$ cat src/rtl/sound_length_unit.sv
// sound_length_unit: multi-channel APU length counters.
// NUM_CH independent down-counters clocked by the frame-sequencer len_tick
// strobe. Each channel gates its generator through enable[i].
// Per-channel length width is set by WIDE_MASK (wide or narrow field).
// Optional build macro: SOUND_LEN_EXTRA_CLK_EN models the DMG extra length
// clock that fires when the length-enable bit rises in the half of the
// frame-sequencer period where the next tick will not clock length.

// One length-counter channel. LW is this channel's length field width and
// CW is the counter width shared by all channels (wide width + 1).
module sound_length_lane #(
    parameter int CW = 9,
    parameter int LW = 6
) (
    input  logic          clk_length_ctr,
    input  logic          rst,
    input  logic          i_apu_on,
    input  logic          i_tick,
    input  logic          i_wr,
    input  logic [CW-2:0] i_data,
    input  logic          i_trigger,
    input  logic          i_single,
`ifdef SOUND_LEN_EXTRA_CLK_EN
    input  logic          i_phase,
`endif
    output logic          o_enable,
    output logic [CW-1:0] o_cnt
);

    // Full-scale count for this channel (2^LW), and the mask for len_data.
    localparam logic [CW-1:0] MAXV = CW'(1) << LW;
    localparam logic [CW-1:0] MASK = MAXV - CW'(1);

    logic [CW-1:0] r_cnt;
    logic          r_en;
    logic [CW-1:0] w_load;
    logic [CW-1:0] w_cnt_nxt;
    logic          w_en_nxt;
`ifdef SOUND_LEN_EXTRA_CLK_EN
    logic          r_single_q;
    logic          w_extra;
`endif

    // Written length is stored as remaining count; 0 naturally loads MAXV.
    assign w_load = MAXV - ({1'b0, i_data} & MASK);

    // Next-state resolution with priority write > trigger > tick.
    always_comb begin
        w_cnt_nxt = r_cnt;
        w_en_nxt  = r_en;
`ifdef SOUND_LEN_EXTRA_CLK_EN
        w_extra   = 1'b0;
`endif
        if (i_wr) begin
            w_cnt_nxt = w_load;
        end
        if (i_trigger) begin
            w_en_nxt = 1'b1;
            if (w_cnt_nxt == '0) begin
                w_cnt_nxt = MAXV;
            end
        end else if (!i_wr && i_tick && i_single && (r_cnt != '0)) begin
            // Tick is only honoured when nothing else touched the channel.
            w_cnt_nxt = r_cnt - CW'(1);
            if (w_cnt_nxt == '0) begin
                w_en_nxt = 1'b0;
            end
        end
`ifdef SOUND_LEN_EXTRA_CLK_EN
        // Length-enable rising in the non-clocking half gets one extra
        // decrement, applied on top of any write/trigger reload.
        w_extra = i_phase && i_single && !r_single_q && (w_cnt_nxt != '0);
        if (w_extra) begin
            w_cnt_nxt = w_cnt_nxt - CW'(1);
            if ((w_cnt_nxt == '0) && !i_trigger) begin
                w_en_nxt = 1'b0;
            end
        end
`endif
    end

    // Channel state: async reset, synchronous clear while the APU is off.
    always_ff @(posedge clk_length_ctr or posedge rst) begin
        if (rst) begin
            r_cnt <= '0;
            r_en  <= 1'b0;
`ifdef SOUND_LEN_EXTRA_CLK_EN
            r_single_q <= 1'b0;
`endif
        end else if (!i_apu_on) begin
            r_cnt <= '0;
            r_en  <= 1'b0;
`ifdef SOUND_LEN_EXTRA_CLK_EN
            r_single_q <= 1'b0;
`endif
        end else begin
            r_cnt <= w_cnt_nxt;
            r_en  <= w_en_nxt;
`ifdef SOUND_LEN_EXTRA_CLK_EN
            r_single_q <= i_single;
`endif
        end
    end

    assign o_enable = r_en;
    assign o_cnt    = r_cnt;

endmodule

module sound_length_unit #(
    parameter int                NUM_CH       = 4,
    parameter int                WIDE_WIDTH   = 8,
    parameter int                NARROW_WIDTH = 6,
    parameter logic [NUM_CH-1:0] WIDE_MASK    = 4'b0100
) (
    input  logic                           clk_length_ctr,
    input  logic                           rst,
    input  logic                           apu_on,
    input  logic                           len_tick,
    input  logic [NUM_CH-1:0]              len_wr,
    input  logic [WIDE_WIDTH-1:0]          len_data,
    input  logic [NUM_CH-1:0]              trigger,
    input  logic [NUM_CH-1:0]              single,
    output logic [NUM_CH-1:0]              enable,
    output logic [NUM_CH*(WIDE_WIDTH+1)-1:0] len_left
);

    localparam int CW = WIDE_WIDTH + 1;

    logic [NUM_CH-1:0][CW-1:0] w_cnt;

`ifdef SOUND_LEN_EXTRA_CLK_EN
    // Frame-sequencer half tracker: 1 means the next tick will not clock length.
    logic r_phase;

    // Phase toggles on every length tick and restarts with the APU.
    always_ff @(posedge clk_length_ctr or posedge rst) begin
        if (rst) begin
            r_phase <= 1'b0;
        end else if (!apu_on) begin
            r_phase <= 1'b0;
        end else if (len_tick) begin
            r_phase <= ~r_phase;
        end
    end
`endif

    for (genvar i = 0; i < NUM_CH; i++) begin : g_ch
        localparam int LW = WIDE_MASK[i] ? WIDE_WIDTH : NARROW_WIDTH;

        sound_length_lane #(
            .CW(CW),
            .LW(LW)
        ) u_lane (
            .clk_length_ctr (clk_length_ctr),
            .rst            (rst),
            .i_apu_on       (apu_on),
            .i_tick         (len_tick),
            .i_wr           (len_wr[i]),
            .i_data         (len_data),
            .i_trigger      (trigger[i]),
            .i_single       (single[i]),
`ifdef SOUND_LEN_EXTRA_CLK_EN
            .i_phase        (r_phase),
`endif
            .o_enable       (enable[i]),
            .o_cnt          (w_cnt[i])
        );
    end

    assign len_left = w_cnt;

endmodule

$ cat config.mk
export PLATFORM = sky130hd
export DESIGN_NAME = sound_length_unit
export DESIGN_NICKNAME = d
export VERILOG_FILES = /design/src/rtl/sound_length_unit.sv
export SDC_FILE = /design/constraint.sdc
export NUM_CORES = 1
export LEC_CHECK = 0
export CORE_MARGIN = 2
export CORE_UTILIZATION = 45
export CTS_CLUSTER_DIAMETER = 120
export DETAILED_ROUTE_END_ITERATION = 16
export PLACE_DENSITY = 0.71
export SETUP_SLACK_MARGIN = 0.1
export SYNTH_ARGS = -nofsm -noshare
export SYNTH_HDL_FRONTEND = slang
export SYNTH_SLANG_ARGS = --single-unit
$ cat constraint.sdc
create_clock -name clk_length_ctr -period 5.57 [get_ports clk_length_ctr]
set_input_delay 0.8355 -clock clk_length_ctr [delete_from_list [all_inputs] [get_ports clk_length_ctr]]
set_output_delay 0.8355 -clock clk_length_ctr [all_outputs]
set_load 0.05 [all_outputs]
==> results of run 1 <==
## critical path, delay by kind of cell
kind	cells	cell delay, ns
AO/OA/AOI/OAI	3	1.17
AND/OR/NAND/NOR	1	0.39
buffers and inverters	1	0.78
## layer usage
layer  global-route usage (%)  routed length [um]  up-vias  share of wire [%]
met1                    34.72                4238     1590                 46
met4                    8.141                 182        0                2.0
met2                    36.02                4247      129                 46
li1                         -                   -     1518                  -
met3                    3.324                 536       17                5.8
met5                        0                   0        -                  0
## path summary, 6_finish.rpt
check,start,to,cells after the start
min in group asynchronous,rst,g_ch[1].u_lane.o_cnt[6]$_DFF_PP0_,3
worst min-delay path,g_ch[0].u_lane.o_enable$_DFFE_PP0P_,g_ch[0].u_lane.o_enable$_DFFE_PP0P_,2
worst max-delay path,len_wr[0],g_ch[0].u_lane.o_cnt[6]$_DFF_PP0_,5
max in group asynchronous,rst,g_ch[2].u_lane.o_cnt[0]$_DFF_PP0_,3
worst max register to register,g_ch[0].u_lane.o_cnt[0]$_DFF_PP0_,g_ch[0].u_lane.o_cnt[6]$_DFF_PP0_,6
worst min register to register,g_ch[0].u_lane.o_enable$_DFFE_PP0P_,g_ch[0].u_lane.o_enable$_DFFE_PP0P_,2
## logic make-up (layout without fill, tap and decap cells)
| group | count (synthesis) | in the layout | synth area share, % |
|---|---|---|---|
| simple gates | 137 | 137 | 26.24 |
| mux | 9 | 9 | 2.890 |
| compound gates | 109 | 109 | 25.13 |
| fa+ha+maj | 9 | 9 | 3.468 |
| xor+xnor | 17 | 17 | 4.586 |
| flops | 40 | 40 | 30.83 |
| buf+inv | 52 | 93 | 6.859 |
## cells in the final DEF (no fill, tap or decap), types with 9 or more instances in the layout
master,instances
sky130_fd_sc_hd__dfrtp_1,40
sky130_fd_sc_hd__a211oi_1,12
sky130_fd_sc_hd__nor3_1,13
sky130_fd_sc_hd__nand2_1,17
sky130_fd_sc_hd__nand3_1,12
sky130_fd_sc_hd__a21oi_1,10
sky130_fd_sc_hd__o21ai_0,16
sky130_fd_sc_hd__a31oi_1,14
sky130_fd_sc_hd__ha_1,9
sky130_fd_sc_hd__clkdlybuf4s50_1,63
sky130_fd_sc_hd__xnor2_1,9
sky130_fd_sc_hd__or4_1,9
sky130_fd_sc_hd__nor2_1,20
sky130_fd_sc_hd__inv_1,21
## state kept, by name, summed over array words and instances, names as in the netlist
signal and count:
g_ch.u_lane.o_cnt 36, g_ch.u_lane.o_enable 4
## through the flow
step,hold slack [ns],setup WS (ns),cells,instance area (um2)
global route,0.6227,2.405,510,3973
CTS,0.6122,2.632,510,3973
floorplan,0.5411,3.133,373,3247
finish,0.6192,2.593,510,3973
detailed placement,0.5903,2.296,502,3861
global placement,0.5997,2.397,502,3861
## final cells by class
type | count | area (um2) | area share, %
Clock buffer | 5 | 68.82 | 1.732
Sequential cell | 40 | 1001 | 25.20
Inverter | 21 | 78.83 | 1.984
Timing Repair Buffer | 64 | 638.1 | 16.06
Multi-Input combinational cell | 281 | 2023 | 50.93
Tap cell | 96 | 120.1 | 3.024
Clock inverter | 3 | 42.54 | 1.071
## cells in the mapped netlist, types with 3 or more instances
cell type,n,share of area [%]
sky130_fd_sc_hd__dfrtp_1,40,31
sky130_fd_sc_hd__inv_1,21,2.4
sky130_fd_sc_hd__clkbuf_1,20,2.3
sky130_fd_sc_hd__nor2_1,20,2.3
sky130_fd_sc_hd__nand2_1,17,2.0
sky130_fd_sc_hd__o21ai_0,16,2.5
sky130_fd_sc_hd__a31oi_1,14,2.7
sky130_fd_sc_hd__nor3_1,13,2.0
sky130_fd_sc_hd__a211oi_1,12,2.8
sky130_fd_sc_hd__nand3_1,12,1.8
sky130_fd_sc_hd__a21oi_1,10,1.5
sky130_fd_sc_hd__ha_1,9,3.5
sky130_fd_sc_hd__or4_1,9,2.1
sky130_fd_sc_hd__xnor2_1,9,2.4
sky130_fd_sc_hd__nor4_1,8,1.5
sky130_fd_sc_hd__o211ai_1,8,1.8
sky130_fd_sc_hd__or3_1,8,1.5
sky130_fd_sc_hd__xor2_1,8,2.2
sky130_fd_sc_hd__buf_4,6,1.4
sky130_fd_sc_hd__mux2i_1,6,1.8
sky130_fd_sc_hd__nand3b_1,6,1.4
sky130_fd_sc_hd__nor2b_1,5,0.96
sky130_fd_sc_hd__nor3b_1,5,1.2
sky130_fd_sc_hd__nand2b_1,4,0.77
sky130_fd_sc_hd__nand4_1,4,0.77
sky130_fd_sc_hd__o211a_1,4,1.2
sky130_fd_sc_hd__a32oi_1,3,0.81
sky130_fd_sc_hd__and4_1,3,0.81
sky130_fd_sc_hd__buf_2,3,0.46
sky130_fd_sc_hd__mux2_2,3,1.0
sky130_fd_sc_hd__nand4b_1,3,0.81
sky130_fd_sc_hd__o31ai_1,3,0.69
sky130_fd_sc_hd__o32ai_1,3,0.81
sky130_fd_sc_hd__o41ai_1,3,0.81
## power groups by stage
stage,clock [mW],combinational (mW),sequential [mW]
CTS,0.255,0.319,0.343
global route,0.265,0.345,0.347
global placement,0,0.314,0.348
detailed placement,0,0.318,0.348
finish,0.249,0.320,0.343
floorplan,0,0.181,0.388
==> summary.md, run 1 <==
Once detail routing completed, the nets flagged for antenna violations numbered 0. At the pin with the least slew margin, the transition time is 0.9599 ns. On the final layout, the worst clock skew is 0.008831 ns.

Combinational cells account for 35.1% of the total power. Initial core utilization: 47.01%. Counting flops with a built-in enable in the synthesized netlist gives 0. Async set-reset flop share out of synthesis: 100.0%. Global routing used 23.71% of the available tracks across all layers. Max-cap violations in this run came to 0. In this design, the stage delay of the slowest critical-path cell is 0.78 ns.

At the end of the flow the core is filled with cells to 57.52%. The reg2reg setup slack was 3.05 ns; the number of synthesized register bits was 40. The cell area after synthesis was 3247 um2; the overall routed net length was 9.205 mm.

Setup violations remaining at the end of the flow were counted as 0. The die covers 7910 um2. Buffers placed on the I/O ports in this run total 63. In this run the core area contains 30 standard-cell rows.

The number of global-route vias before repair is 2916, and the total power density per cell area is 229.5 nW/um2. For this block, the initial DRC count from the detailed router was 150. The count of antenna diodes in the layout came out at 0. The total area inside the core boundary comes to 6907 um2.

Routability-driven placement finished with a final weighted congestion of 0.8542. The worst-path maximum fanout works out to 23. The logs give 75 for the number of different library cells in the post-synthesis netlist and 41 for the pin count of the biggest net entering global routing. The tools report the initial antenna violation count as 0. TritonCTS built the clock tree. The number of cells produced by synthesis was 373; the arrival time of data at the critical path endpoint was 3.19 ns.

The average size of a mapped cell is 8.705 um2. The most prevalent standard cell on the critical path is sky130_fd_sc_hd__a31oi_1. The worst setup path is captured at a register.

The flow ran to the end, and the final reports show no timing, DRC or antenna violations. Net switching is 38.14% of the power. The logs give 446 for the net total in the final layout and 30.83% for the sequential cell area fraction in the yosys report. The startpoint class of the critical path was an input pin.

The run gives 3254 as the total vias in the final route. Per report_power, the sequential group accounts for 37.6% of the total. For this run the aggregate overflow at the end of global routing stands at 0. Post-CTS timing repair inserted 0 buffers for setup. In this run the deepest clock path goes through 2 buffers. The worst slew slack as a fraction of its limit was 35.71%.

Among all flip-flop cells after synthesis, the most frequent one is sky130_fd_sc_hd__dfrtp_1. Walking the worst path, the cells encountered are clkdlybuf4s50_1 -> nand4bb_1 -> a31oi_1 -> a32oi_1 -> a31oi_1. The filler cells instantiated in the layout total 633. Based on the critical path, the design can be clocked at up to 335.9 MHz. For the number of ports placed on the die boundary, the log shows 64. After clock tree synthesis, the clock-pin slew on the worst setup and hold paths is 0.09 ns. The post-synthesis net count is 406. The pre-antenna-repair detailed-routing pass consisted of 5 iterations. The switching power is 0.3478 mW, and the final period demand of the worst path is 2.977 ns.

Data on the critical path is required at its endpoint by 5.78 ns. The leakage power figure came out at 1.540 nW. The tools report the first-pass GRT wire length as 14.79 mm.

The run gives 0 as the final count of pins violating max slew. Setup total negative slack on the finished layout was measured at 0 ns. Setup repair after global routing left no endpoint under its margin.

Counting every sink on the clock net gives 40. The width of the die came out at 88.94 um. The worst-case IR drop observed on VDD is 0.1509 mV. The worst hold-check path type is register to register. In the final layout, the share of cells above drive strength 1 is 5.797%.

The final hold violation count was 0. The quantity of gates resized following cts is 0. The critical-path cell with the highest stage delay was sky130_fd_sc_hd__clkdlybuf4s50_1.

From bottom edge to top edge, the die measures 88.94 um. The cell at the root of the clock tree is sky130_fd_sc_hd__clkbuf_8. In the finished design, the share of the clock period the worst path needs comes to 53.45%. The synthesis-to-finish area growth came out at 22.35%. Internal power comes to 0.5641 mW. The per-cell via count in the routed design was 6.380; the count of unresolved DRC violations after routing was 0. In this run, post-CTS hold repair placed 0 buffers. The run gives 0.9118 mW as the total power of the final layout. The HPWL after detailed placement is 6.389 mm. For the TritonCTS buffer count, the log shows 5.

The number of levels the H-tree was split into was 2. Critical path start-end classification: input pin to register. The portion of total power attributed to the clock network was 27.3%; the number of warnings printed during yosys synthesis was 0. After detailed routing, the average wire length per cell comes to 18.05 um.

At the later pin of the worst-skew pair, clock insertion delay measures 0.30 ns.
No activity file was read; power rests on OpenSTA's default activity.
==> run 2: changes to the inputs <==
--- a/config.mk
+++ b/config.mk
@@ -9,7 +9,7 @@
 export CORE_UTILIZATION = 45
 export CTS_CLUSTER_DIAMETER = 120
 export DETAILED_ROUTE_END_ITERATION = 16
-export PLACE_DENSITY = 0.71
+export PLACE_DENSITY = 0.74
 export SETUP_SLACK_MARGIN = 0.1
 export SYNTH_ARGS = -nofsm -noshare
 export SYNTH_HDL_FRONTEND = slang
==> constraint.sdc (replaced) <==
create_clock -name clk_length_ctr -period 2.7 [get_ports clk_length_ctr]
set_input_delay 0.405 -clock clk_length_ctr [delete_from_list [all_inputs] [get_ports clk_length_ctr]]
set_output_delay 0.405 -clock clk_length_ctr [all_outputs]
set_load 0.05 [all_outputs]
==> run 2 against run 1 <==
Worst hold slack got worse by 0.067 ns. Sequential cell count unchanged. Wire length decreased by 0.51%. Combinational power increased by 110%. Critical path type is now register to register. Largest cell class unchanged. Highest routed layer unchanged.
==> summary.md, run 2 (synthesis gave the netlist of run 1 again) <==
The core region is 6907 um2. The worst setup path is launched from a register. The worst stage delay on the critical path is 0.66 ns.

The critical path crosses 6 cells after its start point. Entering global routing, the biggest net connects 41 pins. The number of global-route vias before repair came out at 3131. The final count of pins violating max slew came out at 0.

At the pin with the least slew margin, the transition time is 0.8105 ns. The die extent in y came out at 88.94 um. Critical path start-end classification: register to register. The worst slew slack as a fraction of its limit was 45.91%. The run gives 2.92 ns as the worst path required time.

The achievable clock frequency was 411.1 MHz; the number of buffers on the longest clock path was 2. The library cells used most frequently in the layout, excluding fill and tap cells, are sky130_fd_sc_hd__clkdlybuf4s50_1, sky130_fd_sc_hd__dfrtp_1, sky130_fd_sc_hd__inv_1. Among all stages on the critical path, the largest delay is contributed by sky130_fd_sc_hd__o41ai_4. The logs give 514 for the placed instance count and 458 for the net total in the final layout. The width of the die works out to 88.94 um. Combined buffer and inverter count along the critical path: 1. The arrival time of data at the critical path endpoint is 2.65 ns, and the insertion delay of the later-clocked pin in the worst-skew pair is 0.29 ns. Endpoint class of the critical path: a register.

The die covers 7910 um2. The total congestion overflow is 0. After legalization and detailed placement, the total HPWL measured 6.521 mm. The number of hold buffers added after CTS was 0. The filler cells instantiated in the layout total 661. The signal on the critical path passes through inv_1 -> ha_1 -> or3b_4 -> o41ai_4 -> mux2_2 -> nor2_1. For this design the top-level I/O count stands at 64. The worst register-to-register path has a depth of 6.

The tools report the count of unresolved DRC violations after routing as 0. The detail route stage leaves a number of antenna-violating nets equal to 0. For the max-capacitance violation count, the log shows 0.

The final total negative setup slack came out at 0 ns. The tools report the number of DRC markers after the initial detailed-route iteration as 210. Power spread over the standard cell area amounts to 464.3 nW/um2. For this block, the via count after detailed routing is 3322.

The worst voltage drop across the vdd grid was 0.3361 mV; the non-filler instance count after layout was 522. For this configuration, the core starts out at a cell density of 47.01%. The synthesis-to-finish area growth came out at 25.01%. Grouping stages by cell kind, the critical path spends the most delay in compound AO/OA/AOI/OAI gates. The initial antenna violation count was 0; the first-pass detailed-route iteration total was 4.

The layout cell share with drive strength beyond 1 was 8.216%; the CTS clock-pin slew for the worst setup and hold paths was 0.09 ns. Setup repair after global routing left no endpoint under its margin. Wires add up to 9.158 mm. The number of antenna diodes in the final layout is 0.

In the final routed layout, each cell accounts on average for 17.54 um. The logs give 0.9176 for the final RePlAce weighted congestion and 1.599 nW for the leakage power figure. The run gives 0.09091 ns as the minimum setup slack after placement.

The register with the most flip-flops in the layout has 36 of them. The number of levels the H-tree was split into was 2; the TritonCTS buffer count was 5. Of the available clock period, the critical path in the final layout requires 90.08%. The library cell used most frequently in the layout, excluding fill and tap cells, is sky130_fd_sc_hd__clkdlybuf4s50_1. The initialized floorplan defines 30 standard-cell rows. The run finished with clean final reports. The cell sitting at the root of the clock tree is a sky130_fd_sc_hd__clkbuf_8. The final worst setup slack was 0.2678 ns. Input and output buffers added on the ports amount to 63.

In the routed layout, each cell is associated on average with a via count of 6.364. The total routing resource utilization after global routing was 23.92%. The run gives 0 as the final hold violation count. Setup violations remaining at the end of the flow were counted as 0. The clock drives 40 sinks. TritonCTS built the clock tree. Worst hold-check path type: input pin to async pin. The worst-path maximum fanout works out to 12. The tools report the quantity of gates resized following cts as 0. The worst path needs 2.432 ns of the cycle, external delays included. The first global-routing pass estimated 15.01 mm of wire. Between clock sinks in the finished design, the worst skew comes to 0.004459 ns. The number of post-CTS setup repair buffers is 0.
[run 2: cell types whose count changed in the layout (fill, tap and decap cells not counted)]
cell                         change
sky130_fd_sc_hd__buf_4          +12
sky130_fd_sc_hd__clkbuf_1        +1
sky130_fd_sc_hd__clkinvlp_4      -1
[run 2: per-layer routing]
metal / wire length (um) / GRT usage, %
met1: 4160 / 33.74
met2: 4272 / 39.28
met3: 585 / 3.139
met4: 140 / 5.699
met5: 0 / 0
[run 2: worst paths after layout]
check                                                    start                                end  slack, ns
setup / recovery             g_ch[1].u_lane.o_cnt[0]$_DFF_PP0_  g_ch[1].u_lane.o_cnt[1]$_DFF_PP0_       0.27
max in group asynchronous                                  rst  g_ch[2].u_lane.o_cnt[4]$_DFF_PP0_       1.78
min in group clk_length_ctr  g_ch[3].u_lane.o_cnt[8]$_DFF_PP0_  g_ch[3].u_lane.o_cnt[8]$_DFF_PP0_       0.60
hold / removal                                             rst  g_ch[3].u_lane.o_cnt[5]$_DFF_PP0_       0.55
hold reg to reg              g_ch[3].u_lane.o_cnt[8]$_DFF_PP0_  g_ch[3].u_lane.o_cnt[8]$_DFF_PP0_       0.60
setup reg to reg             g_ch[1].u_lane.o_cnt[0]$_DFF_PP0_  g_ch[1].u_lane.o_cnt[1]$_DFF_PP0_       0.27
[run 2: tightest hold or removal path, delay by kind of cell]
kind,cells,cell delay [ns]
buffers and inverters,3,0.90
[run 2: stage by stage]
step           util (%)  power (mW)  cell area [um2]  hold slack (ns)
4_1_cts           58.77       1.887             4059           0.5740
6_report          58.77       1.885             4059           0.5517
5_1_grt           58.77       1.980             4059           0.6434
2_1_floorplan         -       1.174             3247           0.5411
3_3_place_gp      57.21       1.378             3951           0.5818
3_5_place_dp      57.21       1.387             3951           0.5876
[run 2: final cells by class]
cell class	instances	area, um2	area share, %
clock buffers	6	72.57	1.788
clock inverters	2	35.03	0.8631
repair buffers	76	728.2	17.94
multi-input cells	281	2023	49.85
well taps	96	120.1	2.959
inverters	21	78.83	1.942
flip-flops and latches	40	1001	24.66
[run 2: report_power, final]
| group | internal, mW | switching [mW] |
|---|---|---|
| clock network | 0.275 | 0.227 |
| registers | 0.635 | 0.0678 |
| logic | 0.268 | 0.412 |
==> run 3: changes to the inputs <==
--- a/config.mk
+++ b/config.mk
@@ -9,6 +9,7 @@
 export CORE_UTILIZATION = 45
 export CTS_CLUSTER_DIAMETER = 120
 export DETAILED_ROUTE_END_ITERATION = 16
+export HOLD_SLACK_MARGIN = 0.12
 export PLACE_DENSITY = 0.74
 export SETUP_SLACK_MARGIN = 0.1
 export SYNTH_ARGS = -nofsm -noshare
==> results of run 3 <==
No change in the layout: final DEF, timing and power equal those of run 2.
